## src/rtl/booth_mul_sched.sv

```systemverilog
// Round-robin scheduler sharing one external LAT-stage signed multiplier among N_REQ requesters.
// Latency: accept in cycle T -> mul_en at T+1 -> product captured at T+1+LAT -> rsp_valid at T+LAT+2.
// Backpressure: credits cap issued-plus-buffered products at DEPTH; req_ready drops to zero without a credit.
module booth_mul_sched #(
  parameter int N_REQ = 4,
  parameter int WIDTH = 10,
  parameter int LAT   = 2,
  parameter int DEPTH = 4
) (
  input  logic                       clk,
  input  logic                       rst,
  input  logic [N_REQ-1:0]           req_valid,
  output logic [N_REQ-1:0]           req_ready,
  input  logic [N_REQ*WIDTH-1:0]     req_a,
  input  logic [N_REQ*WIDTH-1:0]     req_b,
  output logic [WIDTH-1:0]           mul_a,
  output logic [WIDTH-1:0]           mul_b,
  output logic                       mul_en,
  input  logic [2*WIDTH-1:0]         mul_p,
  output logic                       rsp_valid,
  input  logic                       rsp_ready,
  output logic [$clog2(N_REQ)-1:0]   rsp_id,
  output logic [2*WIDTH-1:0]         rsp_data
);

  localparam int IDW = $clog2(N_REQ);
  localparam int PW  = $clog2(DEPTH);
  localparam int PRW = 2 * WIDTH;
  localparam logic [IDW-1:0] LAST_ID = IDW'(N_REQ - 1);
  localparam logic [PW:0]    DEPTH_C = (PW + 1)'(DEPTH);

  // In-flight tag travelling beside the multiplier pipeline.
  typedef struct packed {
    logic           vld;
    logic [IDW-1:0] id;
  } tag_t;

  // One buffered response.
  typedef struct packed {
    logic [IDW-1:0] id;
    logic [PRW-1:0] prod;
  } ent_t;

  // Circular index base+off, with off in 1..N_REQ.
  function automatic logic [IDW-1:0] rr_idx(input logic [IDW-1:0] base, input int off);
    int s;
    s = int'(base) + off;
    if (s >= N_REQ) s = s - N_REQ;
    return IDW'(s);
  endfunction

  logic [IDW-1:0] rr_ptr;
  logic [IDW-1:0] win_id;
  logic           win_found;
  logic           pop;
  logic           credit_ok;
  logic           grant;
  logic [PW:0]    cnt;
  logic [IDW-1:0] issue_id;

  tag_t           tag_q [LAT];
  tag_t           tag_out;
  logic           wr_en;

  ent_t           mem [DEPTH];
  ent_t           wr_ent;
  ent_t           head_nxt;
  logic [PW-1:0]  wr_ptr;
  logic [PW-1:0]  rd_ptr;
  logic [PW-1:0]  rd_ptr_nxt;
  logic [PW:0]    fifo_cnt;
  logic [PW:0]    cnt_after_pop;
  logic [PW:0]    fifo_cnt_nxt;

  // Pick the first requesting index after the round-robin pointer, circularly.
  always_comb begin
    win_found = 1'b0;
    win_id    = '0;
    for (int i = 1; i <= N_REQ; i++) begin
      if (!win_found && req_valid[rr_idx(rr_ptr, i)]) begin
        win_found = 1'b1;
        win_id    = rr_idx(rr_ptr, i);
      end
    end
  end

  assign pop       = rsp_valid & rsp_ready;
  // A pop in this cycle frees its slot for a grant in the same cycle.
  assign credit_ok = (cnt < DEPTH_C) | pop;
  assign grant     = win_found & credit_ok;

  // Only the winner sees ready, and only while a credit is available.
  always_comb begin
    req_ready         = '0;
    req_ready[win_id] = grant;
  end

  // Credit count (issued-but-unwritten plus buffered) and round-robin pointer.
  always_ff @(posedge clk or posedge rst) begin
    if (rst) begin
      cnt    <= '0;
      rr_ptr <= LAST_ID;
    end else begin
      if (grant) rr_ptr <= win_id;
      case ({grant, pop})
        2'b10:   cnt <= cnt + 1'b1;
        2'b01:   cnt <= cnt - 1'b1;
        default: cnt <= cnt;
      endcase
    end
  end

  // Launch the accepted operand pair; operands hold their last value when idle.
  always_ff @(posedge clk or posedge rst) begin
    if (rst) begin
      mul_en   <= 1'b0;
      mul_a    <= '0;
      mul_b    <= '0;
      issue_id <= '0;
    end else begin
      mul_en <= grant;
      if (grant) begin
        mul_a    <= req_a[win_id*WIDTH +: WIDTH];
        mul_b    <= req_b[win_id*WIDTH +: WIDTH];
        issue_id <= win_id;
      end
    end
  end

  // Delay {valid, id} by LAT cycles so it meets its product on mul_p.
  always_ff @(posedge clk or posedge rst) begin
    if (rst) begin
      for (int i = 0; i < LAT; i++) tag_q[i] <= '0;
    end else begin
      tag_q[0] <= {mul_en, issue_id};
      for (int i = 1; i < LAT; i++) tag_q[i] <= tag_q[i-1];
    end
  end

  assign tag_out = tag_q[LAT-1];
  assign wr_en   = tag_out.vld;
  assign wr_ent  = {tag_out.id, mul_p};

  // Storage array; occupancy lives in the pointers so no reset is needed here.
  always_ff @(posedge clk) begin
    if (wr_en) mem[wr_ptr] <= wr_ent;
  end

  // Next head: bypass the incoming product when it lands in an otherwise empty FIFO.
  always_comb begin
    rd_ptr_nxt    = rd_ptr + PW'(pop);
    cnt_after_pop = fifo_cnt - (PW + 1)'(pop);
    fifo_cnt_nxt  = cnt_after_pop + (PW + 1)'(wr_en);
    head_nxt      = (cnt_after_pop == '0) ? wr_ent : mem[rd_ptr_nxt];
  end

  // FIFO pointers, occupancy and the registered head seen by the consumer.
  always_ff @(posedge clk or posedge rst) begin
    if (rst) begin
      wr_ptr    <= '0;
      rd_ptr    <= '0;
      fifo_cnt  <= '0;
      rsp_valid <= 1'b0;
      rsp_id    <= '0;
      rsp_data  <= '0;
    end else begin
      if (wr_en) wr_ptr <= wr_ptr + 1'b1;
      rd_ptr    <= rd_ptr_nxt;
      fifo_cnt  <= fifo_cnt_nxt;
      rsp_valid <= (fifo_cnt_nxt != '0);
      if (fifo_cnt_nxt != '0) begin
        rsp_id   <= head_nxt.id;
        rsp_data <= head_nxt.prod;
      end
    end
  end

endmodule

```

## config.mk

```make
export PLATFORM = sky130hd
export DESIGN_NAME = booth_mul_sched
export DESIGN_NICKNAME = d
export VERILOG_FILES = /design/src/rtl/booth_mul_sched.sv
export SDC_FILE = /design/constraint.sdc
export NUM_CORES = 1
export LEC_CHECK = 0
export BUFFER_PORTS_ARGS = -buffer_cell sky130_fd_sc_hd__buf_2
export CAP_MARGIN = 20
export CORE_ASPECT_RATIO = 0.75
export CORE_MARGIN = 1.5
export CORE_UTILIZATION = 45
export CTS_BUF_LIST = sky130_fd_sc_hd__clkbuf_8
export DETAILED_ROUTE_END_ITERATION = 7
export PLACE_DENSITY = 0.69
export SYNTH_ARGS = -nofsm -noshare
export SYNTH_HDL_FRONTEND = slang
export SYNTH_SLANG_ARGS = --single-unit
```

## constraint.sdc

```tcl
create_clock -name clk -period 3.1 [get_ports clk]
set_clock_uncertainty 0.15 [all_clocks]
set_input_delay 0.31 -clock clk [delete_from_list [all_inputs] [get_ports clk]]
set_output_delay 0.31 -clock clk [all_outputs]
set_load 0.01 [all_outputs]
```

After elaboration in Yosys (flattened, before gate mapping)
Memories as Yosys holds them, arrays and structs flattened.
Index checks and enable logic that the tools add are counted.
- mux-type cells: 26
- reductions and logical operators: 10
- add/sub/neg operators: 14
- multipliers: 1
- shift operators: 2
- bitwise logic cells: 4
- equal/unequal tests: 2
- magnitude comparators: 11
- operators by type and width (operator ; number):
    variable part select 40 x 7 -> 10 bit ; 2
    two-way mux 22 bit ; 1
    two-way mux 2 bit ; 8
    < comparator 2 x 3 -> 1 bit (second input constant) ; 5
    two-way mux 1 bit ; 11
    greater-or-equal comparator 3 bit (second input constant) ; 3
    binary-select mux 1 bit (select 2 bit) ; 4
    subtractor 2 x 1 -> 2 bit (second input constant) ; 4
    adder 2 x 2 -> 3 bit (second input constant) ; 2
    one-hot mux 3 bit (2 select lines) ; 1
    multiplier 2 x 3 -> 5 bit (second input constant) ; 1
    adder 2 x 3 -> 4 bit (second input constant) ; 1
    AND 4 bit ; 1
    greater-or-equal comparator 4 x 3 -> 1 bit (second input constant) ; 1
    logical AND 1 bit ; 4
    adder 2 x 1 -> 3 bit (second input constant) ; 1
    adder 3 x 1 -> 3 bit ; 1
    adder 3 x 1 -> 3 bit (second input constant) ; 1
    logical NOT 1 bit ; 3
    logical NOT 3 bit ; 1
    < comparator 3 bit (second input constant) ; 1
    nonzero test 3 bit ; 1
    subtractor 3 x 1 -> 3 bit ; 1
    subtractor 3 x 1 -> 3 bit (second input constant) ; 1
    other kinds (9) ; 10
- logic and storage cells: 87
- RAM bits: 88
- flip-flop bits (word level): 64
- memories: 1
- output and inout bits: 48
- memories (name ; words ; bits a word ; rd ports ; clocked after Yosys merged registers in ; write ports ; line ; RTL):
    mem ; 4 ; 22 ; 1 ; 0 ; 1 ; 65 ; ent_t mem [DEPTH];

Longest topological paths before layout
Gate-level depths: netlist of run 1.
- word-level depth: 20
- gate-level depth with buffers: 11
- depth with buffers taken out: 10

Least setup slack after synthesis of run 1
Ideal clock, no wire load.
- kind: input to register
- start point: input req_valid[2]
- end point: register cnt[2]
- slack: 0.721 ns
- path buffers: 3
- cell stages on the path: 11
- required time: 2.871 ns
- arrival time: 2.150 ns
- cell sequence: buf_4 > nor2_1 > a22o_1 > buf_4 > buf_6 > ha_1 > inv_1 > fa_1 > xor2_1 > nor2_1 > xor2_1
- longest elaborated chain between the ends: 15
- elaborated cells between the ends (all ways): 23
- RTL lines (what ; line ; RTL):
    from (decl) ; 12 ; input logic [N_REQ-1:0] req_valid,
    binary-select mux 1 bit (select 2 bit) ; 80 ; if (!win_found && req_valid[rr_idx(rr_ptr, i)]) begin
    two-way mux 1 bit (implied by the code) ; 80 ;
    two-way mux 1 bit ; 80 ;
    logical NOT 1 bit ; 80 ;
    logical AND 1 bit ; 80 ;
    two-way mux 1 bit ; 80 ;
    logical NOT 1 bit ; 80 ;
    logical AND 1 bit ; 80 ;
    two-way mux 1 bit ; 80 ;
    logical NOT 1 bit ; 80 ;
    logical AND 1 bit ; 80 ;
    two-way mux 1 bit * ; 80 ;
    AND 1 bit * ; 90 ; assign grant = win_found & credit_ok;
    == test 2 x 1 -> 1 bit or == test 2 bit (tied branches) ; 105 ; case ({grant, pop})
    one-hot mux 3 bit (2 select lines) or nonzero test 2 bit (tied branches) ; - ;
    to (signal assigned) ; 106 ; 2'b10: cnt <= cnt + 1'b1;
    to (signal assigned) ; 107 ; 2'b01: cnt <= cnt - 1'b1;
    to (signal assigned) ; 108 ; default: cnt <= cnt;
    to (decl) ; 58 ; logic [PW:0] cnt;
Every way passes the cells marked *; elsewhere a longest branch is shown, timed or not. The select of a mux whose other input is x is not followed.
A chain may end at the register's enable or synchronous reset.

Worst setup path in the final report of run 1
- start point: register rr_ptr[1]
- end point: output req_ready[3]
- longest elaborated chain between the ends: 20
- elaborated cells between the ends (all ways): 45
- RTL lines (what ; line ; RTL):
    from (decl) ; 52 ; logic [IDW-1:0] rr_ptr;
    from (signal assigned) ; 104 ; if (grant) rr_ptr <= win_id;
    adder 2 x 1 -> 3 bit ; 47 ; s = int'(base) + off;
    greater-or-equal comparator 3 bit or subtractor 2 x 1 -> 2 bit (tied branches) ; 48 ; if (s >= N_REQ) s = s - N_REQ;
    two-way mux 2 bit ; 48 ;
    binary-select mux 1 bit (select 2 bit) ; 80 ;
    two-way mux 1 bit (implied by the code) ; 80 ;
    two-way mux 1 bit ; 80 ;
    logical NOT 1 bit ; 80 ;
    logical AND 1 bit ; 80 ;
    [... 4 more ...] ; - ;
    logical NOT 1 bit ; 80 ;
    logical AND 1 bit ; 80 ;
    two-way mux 2 bit ; 80 ;
    < comparator 2 x 3 -> 1 bit (implied by the code) or greater-or-equal comparator 2 x 1 -> 1 bit (tied branches) ; 95 ; req_ready[win_id] = grant;
    logical AND 1 bit (implied by the code) ; 95 ;
    two-way mux 1 bit (implied by the code) ; 95 ;
    demux 1 bit (select 2 bit) ; 95 ;
    AND 4 bit (no source line) * ; - ;
    to (decl) ; 13 ; output logic [N_REQ-1:0] req_ready,
Marks and branches as above.

==> results of run 1 <==
-- metal layers --
layer	global-route usage, %	routed length (um)
met1	27.66	6866
met2	30.66	7386
met3	4.040	612
met4	5.758	108
met5	0	0
-- power groups by stage --
stage                     sequential [mW]  clock [mW]  combinational [mW]
after floorplan                      3.46           0                2.47
after global placement               3.39           0                3.62
after detailed placement             3.44           0                3.73
after CTS                            3.40        1.46                3.76
after global routing                 3.48        1.55                4.11
final                                3.39        1.42                3.71
-- synthesized netlist by cell type (all sizes together) (2+ instances only) --
cell type	number
edfxtp	88
dfrtp	62
o21ai	47
nor2	28
buf	27
nand2	27
mux2i	24
mux4	22
a21oi	20
a21boi	16
and3	16
inv	16
a221oi	15
ha	10
a31oi	7
nand3	7
a21o	5
a32oi	5
and2	5
xor2	4
clkbuf	3
nand2b	3
nor3	3
xnor2	3
a31o	2
dfstp	2
o22ai	2
-- what timing repair did --
item | 4_1_cts | 5_1_grt
endpoints found under the hold margin | 108 | 0
hold buffers | 21 | 0
resized for setup | 0 | 0
-- per-stage QoR --
step	util (%)	hold slack [ns]	instance area [um^2]	cells	total power [mW]
finish	57.25	0.04267	8302	870	8.524
global route	57.25	0.01304	8302	870	9.139
CTS	57.25	0.02235	8302	870	8.619
detailed placement	53.21	0.1957	7716	817	7.172
global placement	53.21	0.1845	7716	817	7.007
floorplan	-	0.1812	6703	479	5.934
-- cell families (layout without fill, tap and decap cells) --
group / count (synthesis) / after routing / share of synthesized area [%]
adder cells (fa/ha/maj): 11 / 11 / 2.165
flip-flops: 152 / 152 / 63.36
AND/OR/NAND/NOR: 92 / 92 / 6.534
buffers and inverters: 46 / 237 / 3.528
AO/OA/AOI/OAI: 125 / 125 / 12.41
XOR/XNOR: 7 / 7 / 1.027
multiplexers: 46 / 46 / 10.98
-- critical path: stages (launching register included) --
cell and delay (ns):
dfstp_2 0.71, nand2_1 0.16, a31oi_4 0.20, buf_4 0.31, nand3_1 0.19, nor2b_1 0.16, buf_2 0.14
-- flip-flops by register name (all words and copies together), names as in the netlist --
register   count
tag_q          3
mul_en         1
mul_b         10
cnt            3
tag_out        2
rsp_data      20
rsp_id         2
issue_id       2
mul_a         10
rr_ptr         2
rsp_valid      1
wr_ptr         2
fifo_cnt       3
mem           88
rd_ptr         2
wr_en          1
-- path summary, 6_finish.rpt --
check	startpoint	endpoint	slack [ns]	cells after the start
max reg2reg	rsp_valid	rsp_data[18]	0.58	7
min reg2reg	tag_q[4]	tag_out[1]	0.21	0
min	req_b[25]	mul_b[5]	0.04	3
max	rr_ptr[1]	req_ready[3]	0.34	6
max in group asynchronous	rst	rr_ptr[0]	1.65	4
min in group asynchronous	rst	mul_a[1]	0.42	3
-- final cells by class --
class / count / area share, %
Sequential cell: 152 / 51.15
Multi-Input combinational cell: 281 / 26.90
Timing Repair Buffer: 189 / 13.69
Tap cell: 200 / 3.014
Clock buffer: 17 / 2.818
Clock inverter: 15 / 1.703
Inverter: 16 / 0.7234
==> summary.md, run 1 <==
| Metric | Value |
|---|---|
| CTS Buffer Depth | `2` |
| Async S/R FF share, synth | `between 40% and 50%` |
| Commonest non-fill, non-tap cell in the layout | `buf_2` |
| Port Buffer Count | `154` |
| Post-Syn Area per Cell | `13.99 um^2` |
| Startpoint types | `register` |
| Height of the die | `between 100 and 150 um` |
| Max Fanout on Critical Path | `36` |
| Final hold vios | `0` |
| Switching share of power | `between 30% and 40%` |
| Leak | `3.509 nW` |
| Setup Buffers After CTS | `0` |
| Synth warnings | `0` |
| Post-synth EDFFs | `88` |
| GRT overflow | `0` |
| Distinct cells, synth | `44` |
| Antenna Nets Post-Route | `0` |
| Setup TNS | `0 ns` |
| Final Worst Setup Slack | `roughly 0.34 ns` |
| WS Path Type | `register to output pin` |
| Hpwl dp | `10150 um` |
| Internal power | `between 5 and 6 mW` |
| Routed WL per cell | `17.21 um` |
| Clock root buffer | `clkbuf_8` |
| Post-Syn Nets | `597` |
| Max-cap viol count | `0` |
| Total Routing Usage GR | `19.52%` |
| Vias per inst | `5.293` |
| Setup violators final | `0` |
| 1st-pass router iterations | `4` |
| Data required, critical path | `2.64 ns` |
| Clk pin slew, worst setup/hold paths | `around 0.09 ns` |
| Row Count | `38` |
| Hold Crit Class | `input port to register` |
| Drt drc | `0` |
| Fin nets | `slightly below 800` |
| Max frequency | `361.9 MHz` |
| CTS Buf Count | `17` |
| Most frequent cells in the layout | `buf_2 (154), edfxtp_1 (88), dfrtp_1 (62)` |
| Fin crit share | `89.14%` |
| Antenna cells | `0` |
| Final Max Tran Viols | `0` |
| Sequential Power Share | `about two fifths` |
| Vias in the first global route | `4465` |
| Minimum clock period | `2.763 ns` |
| Max_slew headroom | `49.59%` |
| Routed wire length | `14970 um` |
| Top cell type's share of synthesized area | `roughly two fifths` |
| PwrDens | `1027 mW/mm^2` |
| First-iteration detailed-routing DRC count | `approximately 310` |
| Multi-input logic area | `0.002233 mm^2` |
| Post-synthesis register bit count | `152` |
| Ys flop type | `edfxtp_1` |
| Initial core utilization | `46.22%` |
| Synthesized cell area | `0.006703 mm^2` |
| H-Tree Level Count | `4` |
| Clk Latency, worst-skew pair | `between 0.4 and 0.5 ns` |
| P_sw | `3.183 mW` |
| Post-place setup slack | `0.5048 ns` |
| DIE WIDTH | `143.9 um` |
| Seq/Total Area, Yosys | `63.36%` |
| Maximum VDD drop | `0.4722 mV` |
| Yosys top cell by area | `edfxtp_1` |
| Cells after Synth | `479` |
| Clock sink count | `152` |
| Tightest Pin Transition | `between 0.7 and 0.8 ns` |
| Via count | `4605` |
| Status | `complete, no violations` |
| Die ar. | `0.01564 mm^2` |
| Synth-to-Final Area Change | `23.86%` |
| Fill cells | `between 1000 and 1500` |
| Core area | `0.01450 mm^2` |
| GPL Wtd Cong | `0.8464` |
| Pin count of the biggest net entering global routing | `42` |
| Initial antenna violation count | `0` |
| Global-route wire length before repair | `23060 um` |
| Clock share of power | `16.7%` |
| RSZ-0062 raised after global routing | `false` |
| FF/Latch Area | `0.004247 mm^2` |
| Part of the power in combinational logic | `43.5%` |
| CP arrival | `approximately 2.3 ns` |
| Area contributors post-synth | `edfxtp_1 (39%), dfrtp_1 (23%), mux4_2 (7.4%), mux2i_1 (3.6%), o21ai_0 (2.8%)` |
| Layout cells sized above 1 | `34.93%` |
| Worst Setup End Kind | `output pin` |
| I/O pins | `155` |
| CTS tree | `done` |
Note: power is estimated with default switching activity, not from simulation.
==> inputs of run 2 (changes only) <==
--- a/config.mk
+++ b/config.mk
@@ -5,6 +5,7 @@
 export SDC_FILE = /design/constraint.sdc
 export NUM_CORES = 1
 export LEC_CHECK = 0
+export ABC_CLOCK_PERIOD_IN_PS = 3100
 export BUFFER_PORTS_ARGS = -buffer_cell sky130_fd_sc_hd__buf_2
 export CAP_MARGIN = 20
 export CORE_ASPECT_RATIO = 0.75
@@ -12,6 +13,7 @@
 export CORE_UTILIZATION = 45
 export CTS_BUF_LIST = sky130_fd_sc_hd__clkbuf_8
 export DETAILED_ROUTE_END_ITERATION = 7
+export GPL_ROUTABILITY_DRIVEN = 0
 export PLACE_DENSITY = 0.69
 export SYNTH_ARGS = -nofsm -noshare
 export SYNTH_HDL_FRONTEND = slang
==> constraint.sdc (replaced) <==
create_clock -name clk -period 3.1 [get_ports clk]
set_clock_uncertainty 0.15 [all_clocks]
set_input_delay 0.31 -clock clk [delete_from_list [all_inputs] [get_ports clk]]
set_output_delay 0.31 -clock clk [all_outputs]
set_load 0.05 [all_outputs]
==> run 2 against run 1 <==
Compared with the run above: first-iteration DRC count fell by 2.9%; utilization barely moved; via count fell by 0.74%; cell area barely moved; non-clock buffer count did not move; hold slack improved by 0.0035 ns; critical path type unchanged; clock power barely moved; setup slack improved by 0.16 ns; largest cell class unchanged; power rose by 11%; routed wire length rose by 0.58%; global-route usage rose by 0.21 points; sequential power barely moved.
==> summary.md, run 2 (same netlist as run 1, synthesis figures left out) <==
| Metric | Value |
|---|---|
| Fin crit share | `84.06%` |
| Largest Register | `mem` |
| Status | `complete, no violations` |
| Pin count of the biggest net entering global routing | `42` |
| Post-place setup slack | `0.4905 ns` |
| Clock sink count | `152` |
| Biggest regs | `mem (88), rsp_data (20)` |
| Die ar. | `approximately 0.016 mm^2` |
| Setup Buffers After CTS | `0` |
| Leak | `about 3.5 nW` |
| Crit path from | `rr_ptr[1]` |
| I/O pins | `between 150 and 200` |
| Setup violators final | `0` |
| Total Routing Usage GR | `between 10% and 20%` |
| Initial antenna violation count | `0` |
| Height of the die | `108.7 um` |
| Row Count | `38` |
| Max-cap viol count | `0` |
| Synth-to-Final Area Change | `23.78%` |
| Routed WL per cell | `17.31 um` |
| WHS | `0.04620 ns` |
| Drt drc | `0` |
| Final Cell Area | `0.008297 mm^2` |
| Maximum VDD drop | `0.6106 mV` |
| Commonest non-fill, non-tap cell in the layout | `buf_2` |
| Fin nets | `775` |
| CTS Buf Count | `17` |
| Max Fanout on Critical Path | `14` |
| Worst Setup End Kind | `output pin` |
| Global-route wire length before repair | `23450 um` |
| Overall power | `9.454 mW` |
| Hpwl dp | `around 10000 um` |
| Max frequency | `383.7 MHz` |
| Port Buffer Count | `154` |
| Worst flop-to-flop path startpoint | `rsp_valid` |
| Clk Latency, worst-skew pair | `0.42 ns` |
| GRT overflow | `0` |
| Fill cells | `roughly 1200` |
| Via count | `4571` |
| WS Path Type | `register to output pin` |
| Most frequent cells in the layout | `buf_2 (154), edfxtp_1 (88), dfrtp_1 (62)` |
| DIE WIDTH | `between 100 and 150 um` |
| Vias per inst | `approximately 5.3` |
| Placed Area | `roughly 0.0077 mm^2` |
| Post-cts hold buffer count | `21` |
| RSZ-0062 raised after global routing | `false` |
| Final Worst Setup Slack | `0.4941 ns` |
| PwrDens | `1140 mW/mm^2` |
| Antenna Nets Post-Route | `0` |
| Layout cells sized above 1 | `about a third` |
| Core area | `0.01450 mm^2` |
| CTS tree | `done` |
| 1st-pass router iterations | `5` |
| Max_slew headroom | `between 50% and 60%` |
| Tightest Pin Transition | `0.7278 ns` |
| Initial core utilization | `a little under half` |
| Final Max Tran Viols | `0` |
| Routed wire length | `15060 um` |
| Antenna cells | `0` |
| Max FFs per register | `88` |
| Vias in the first global route | `roughly 4600` |
| Startpoint types | `register` |
| H-Tree Level Count | `4` |
| CTS Buffer Depth | `2` |
| Hold_sp | `req_b[5]` |
| Hold Crit Class | `input port to register` |
| First-iteration detailed-routing DRC count | `roughly 300` |
| CP arrival | `between 2 and 2.5 ns` |
| Data required, critical path | `2.64 ns` |
| Clk pin slew, worst setup/hold paths | `0.09 ns` |
| Post-cts sizing count | `0` |
| Final hold vios | `0` |
| Clock root buffer | `clkbuf_8` |
| Minimum clock period | `2.606 ns` |
| Setup TNS | `0 ns` |
## run 2: cell types whose count changed in the layout (fill, tap and decap cells not counted), sizes merged
| cell | before | now |
|---|---|---|
| clkinvlp | 1 | 3 |
| clkbuf | 17 | 18 |
| inv | 22 | 23 |
| clkinv | 7 | 3 |
## run 2: power breakdown
| group | switching [mW] | internal [mW] |
|---|---|---|
| Sequential | 0.346 | 3.03 |
| Clock | 0.742 | 0.661 |
| Combinational | 3.01 | 1.66 |
## run 2: final timing paths
| check | endpoint | slack [ns] | cells after the start |
|---|---|---|---|
| hold reg to reg | tag_out[1] | 0.21 | 0 |
| hold / removal | mul_b[5] | 0.05 | 3 |
| max in group asynchronous | rr_ptr[0] | 1.66 | 4 |
| min in group asynchronous | mul_a[1] | 0.42 | 3 |
| setup reg to reg | rsp_data[18] | 0.59 | 7 |
| setup / recovery | req_ready[3] | 0.49 | 5 |
## run 2: critical path, stage by stage, from the launching register on
cell and delay, ns:
dfstp_2 0.70, mux2i_1 0.12, o22ai_1 0.23, o21bai_1 0.21
nor2b_1 0.19, buf_2 0.28
## run 2: area by class of cell
class	count	area, um^2	area share, %
Sequential cell	152	4247	51.18
Multi-Input combinational cell	281	2233	26.92
Timing Repair Buffer	189	1136	13.69
Tap cell	200	250.2	3.016
Clock buffer	18	247.7	2.986
Clock inverter	14	122.6	1.478
Inverter	16	60.06	0.7239
## run 2: layer usage
metal	global-route usage [%]	up-vias	routed length (um)	share of wire, %
li1	-	2172	-	-
met1	27.84	2274	6798	45
met2	31.27	113	7439	49
met3	4.963	12	684	4.5
met4	4.082	0	138	0.92
met5	0	-	0	0
## run 2: per-stage QoR
step | util, % | std cells
after detailed placement | 53.21 | 817
final | 57.21 | 870
after global routing | 57.21 | 870
after floorplan | - | 479
after global placement | 53.21 | 817
after CTS | 57.21 | 870
==> inputs of run 3 (changes only) <==
--- a/config.mk
+++ b/config.mk
@@ -5,7 +5,7 @@
 export SDC_FILE = /design/constraint.sdc
 export NUM_CORES = 1
 export LEC_CHECK = 0
-export ABC_CLOCK_PERIOD_IN_PS = 3100
+export ABC_CLOCK_PERIOD_IN_PS = 2200
 export BUFFER_PORTS_ARGS = -buffer_cell sky130_fd_sc_hd__buf_2
 export CAP_MARGIN = 20
 export CORE_ASPECT_RATIO = 0.75
@@ -14,7 +14,7 @@
 export CTS_BUF_LIST = sky130_fd_sc_hd__clkbuf_8
 export DETAILED_ROUTE_END_ITERATION = 7
 export GPL_ROUTABILITY_DRIVEN = 0
-export PLACE_DENSITY = 0.69
+export PLACE_DENSITY = 0.71
 export SYNTH_ARGS = -nofsm -noshare
 export SYNTH_HDL_FRONTEND = slang
 export SYNTH_SLANG_ARGS = --single-unit
==> constraint.sdc (replaced) <==
create_clock -name clk -period 2.2 [get_ports clk]
set_clock_uncertainty 0.15 [all_clocks]
set_input_delay 0.22 -clock clk [delete_from_list [all_inputs] [get_ports clk]]
set_output_delay 0.22 -clock clk [all_outputs]
set_load 0.05 [all_outputs]
==> run 3 against run 2 <==
Compared with the run above: the flow now finishes with violations (setup timing); critical path type unchanged; sequential share of layout area fell by 6.7 points; clock power rose by 56%; critical path depth did not move; cell area rose by 15%; sequential power rose by 43%; critical endpoint is now req_ready[2].
==> summary.md, run 3 (same netlist as run 1, synthesis figures left out) <==
| Metric | Value |
|---|---|
| Critical-path cell list | `mux2i_1, o22ai_2, o21bai_4, nor2_2, buf_6` |
| Initial antenna violation count | `1` |
| Row Count | `38` |
| Max-cap viol count | `0` |
| Hpwl dp | `10730 um` |
| Critical path's top delay family | `flip-flops` |
| Clock root buffer | `clkbuf_8` |
| Minimum clock period | `2.295 ns` |
| Reg2Reg Setup Slack | `-0.07 ns` |
| CTS tree | `done` |
| Final Worst Setup Slack | `-0.09468 ns` |
| Drt drc | `0` |
| 1st-pass router iterations | `5` |
| Commonest non-fill, non-tap cell in the layout | `buf_2` |
| RSZ-0062 raised after global routing | `true` |
| Data required, critical path | `1.83 ns` |
| Fin nets | `between 800 and 900` |
| Clock sink count | `152` |
| WS Path Type | `register to output pin` |
| Final Cell Area | `between 0.009 and 0.01 mm^2` |
| Initial core utilization | `46.22%` |
| Crit path largest cell delay | `0.63 ns` |
| Final core occ | `65.88%` |
| First-iteration detailed-routing DRC count | `423` |
| Max Fanout on Critical Path | `7` |
| Port Buffer Count | `154` |
| Reg2Reg Capture Point | `rsp_data[15]` |
| Global-route wire length before repair | `approximately 27000 um` |
| Max FFs per register | `88` |
| Clk pin slew, worst setup/hold paths | `0.09 ns` |
| Total Routing Usage GR | `22.79%` |
| Pin count of the biggest net entering global routing | `36` |
| Setup violators final | `25` |
| Max_slew headroom | `57.41%` |
| Worst Hold End | `mul_b[2]` |
| Max frequency | `435.8 MHz` |
| PwrDens | `1666 mW/mm^2` |
| Height of the die | `108.7 um` |
| FF-to-FF path depth | `12` |
| Failing checks | `setup timing` |
| Routed WL per cell | `18.91 um` |
| Hold depth | `4` |
| Startpoint types | `register` |
| Most frequent cells in the layout | `buf_2 (150), edfxtp_1 (88), dlygate4sd3_1 (65)` |
| Hold Crit Class | `input port to register` |
| CP max stage cell | `dfstp_2` |
| Via count | `5237` |
| DIE WIDTH | `143.9 um` |
| CP arrival | `between 1.5 and 2 ns` |
| Status | `finished, violations left` |
| Tightest Pin Transition | `0.6322 ns` |
| Die ar. | `0.01564 mm^2` |
| Routed wire length | `between 15000 and 20000 um` |
| Vias in the first global route | `5272` |
| Setup TNS | `-0.9036 ns` |
| Placed Area | `0.007906 mm^2` |
| Largest Register | `mem` |
| Hold_sp | `req_b[2]` |
| Clk Latency, worst-skew pair | `~0.44 ns` |
| Final hold vios | `0` |
| Worst Setup End Kind | `output pin` |
| Biggest regs | `mem (88), rsp_data (20)` |
| Antenna Nets Post-Route | `0` |
| Maximum VDD drop | `~0.73 mV` |
| Core area | `0.01450 mm^2` |
| Layout cells sized above 1 | `44.39%` |
| Synth-to-Final Area Change | `42.54%` |
| Worst flop-to-flop path startpoint | `rsp_valid` |
| H-Tree Level Count | `4` |
| CTS Buffer Depth | `2` |
| I/O pins | `155` |
| Final Max Tran Viols | `0` |
| Fin crit share | `104.3%` |
| GRT overflow | `0` |
| Overall power | `15.92 mW` |
| CTS Buf Count | `17` |
| Worst path buffer plus inverter count | `1` |
| Fill cells | `1021` |
| Leak | `slightly above 4 nW` |
| Vias per inst | `approximately 5.5` |
==> run 3: where the power goes <==
group | internal (mW) | switching, mW | total, mW
clock network | 1.07 | 1.11 | 2.18
registers | 4.27 | 0.581 | 4.85
logic | 3.73 | 5.15 | 8.89
==> run 3: worst max-delay path by stage <==
stage | startpoint | end | slack (ns) | cells after the start
after floorplan | rsp_valid | rsp_data[0] | -0.05 | 10
after global placement | rsp_valid | rsp_data[7] | 0.14 | 10
after detailed placement | rsp_valid | rsp_data[15] | 0.04 | 10
after CTS | rr_ptr[1] | req_ready[3] | -0.05 | 5
after global routing | rr_ptr[1] | req_ready[2] | -0.16 | 5
final | rr_ptr[1] | req_ready[2] | -0.09 | 5
==> run 3: cell type report <==
cell class | instances | area (um^2) | area share (%)
repair buffers | 276 | 2033 | 21.28
clock inverters | 14 | 163.9 | 1.716
diodes | 1 | 2.502 | 0.02619
clock buffers | 18 | 247.7 | 2.593
well taps | 200 | 250.2 | 2.619
multi-input cells | 281 | 2544 | 26.62
inverters | 16 | 65.06 | 0.6810
flip-flops and latches | 152 | 4248 | 44.46
==> run 3: metal layers <==
metal / track usage [%] / vias up / share of wire (%)
li1: - / 2347 / -
met1: 28.32 / 2575 / 40
met2: 37.56 / 275 / 50
met3: 6.148 / 40 / 7.1
met4: 10.35 / 0 / 2.7
met5: 0 / - / 0
==> run 3: what timing repair did <==
action                                 4_1_cts  5_1_grt
buffers inserted                            13        8
endpoints found under the hold margin      182        0
gates resized for setup                     17       82
pin swaps                                    3       28
setup endpoints to repair                    4       30
gates cloned                                 0        6
hold buffers                                65        0
==> run 3: per-stage QoR <==
step           std cells  setup slack (ns)  hold slack (ns)
6_report             958          -0.09468          0.03525
5_1_grt              957           -0.1624          0.02815
3_3_place_gp         835            0.1400          0.02442
4_1_cts              945          -0.04856        0.0006264
3_5_place_dp         835           0.04046          0.03758
2_1_floorplan        479          -0.05297           0.1689
==> run 3: worst register-to-register path, stage by stage (launching register included) <==
cell and delay (ns):
dfrtp_2 0.43, nand2_4 0.08, inv_4 0.05, ha_4 0.27, inv_4 0.03, ha_4 0.15
ha_4 0.17, xnor2_4 0.14, nor3_4 0.27, buf_6 0.18, buf_12 0.14, nand2_2 0.07
o21ai_2 0.07
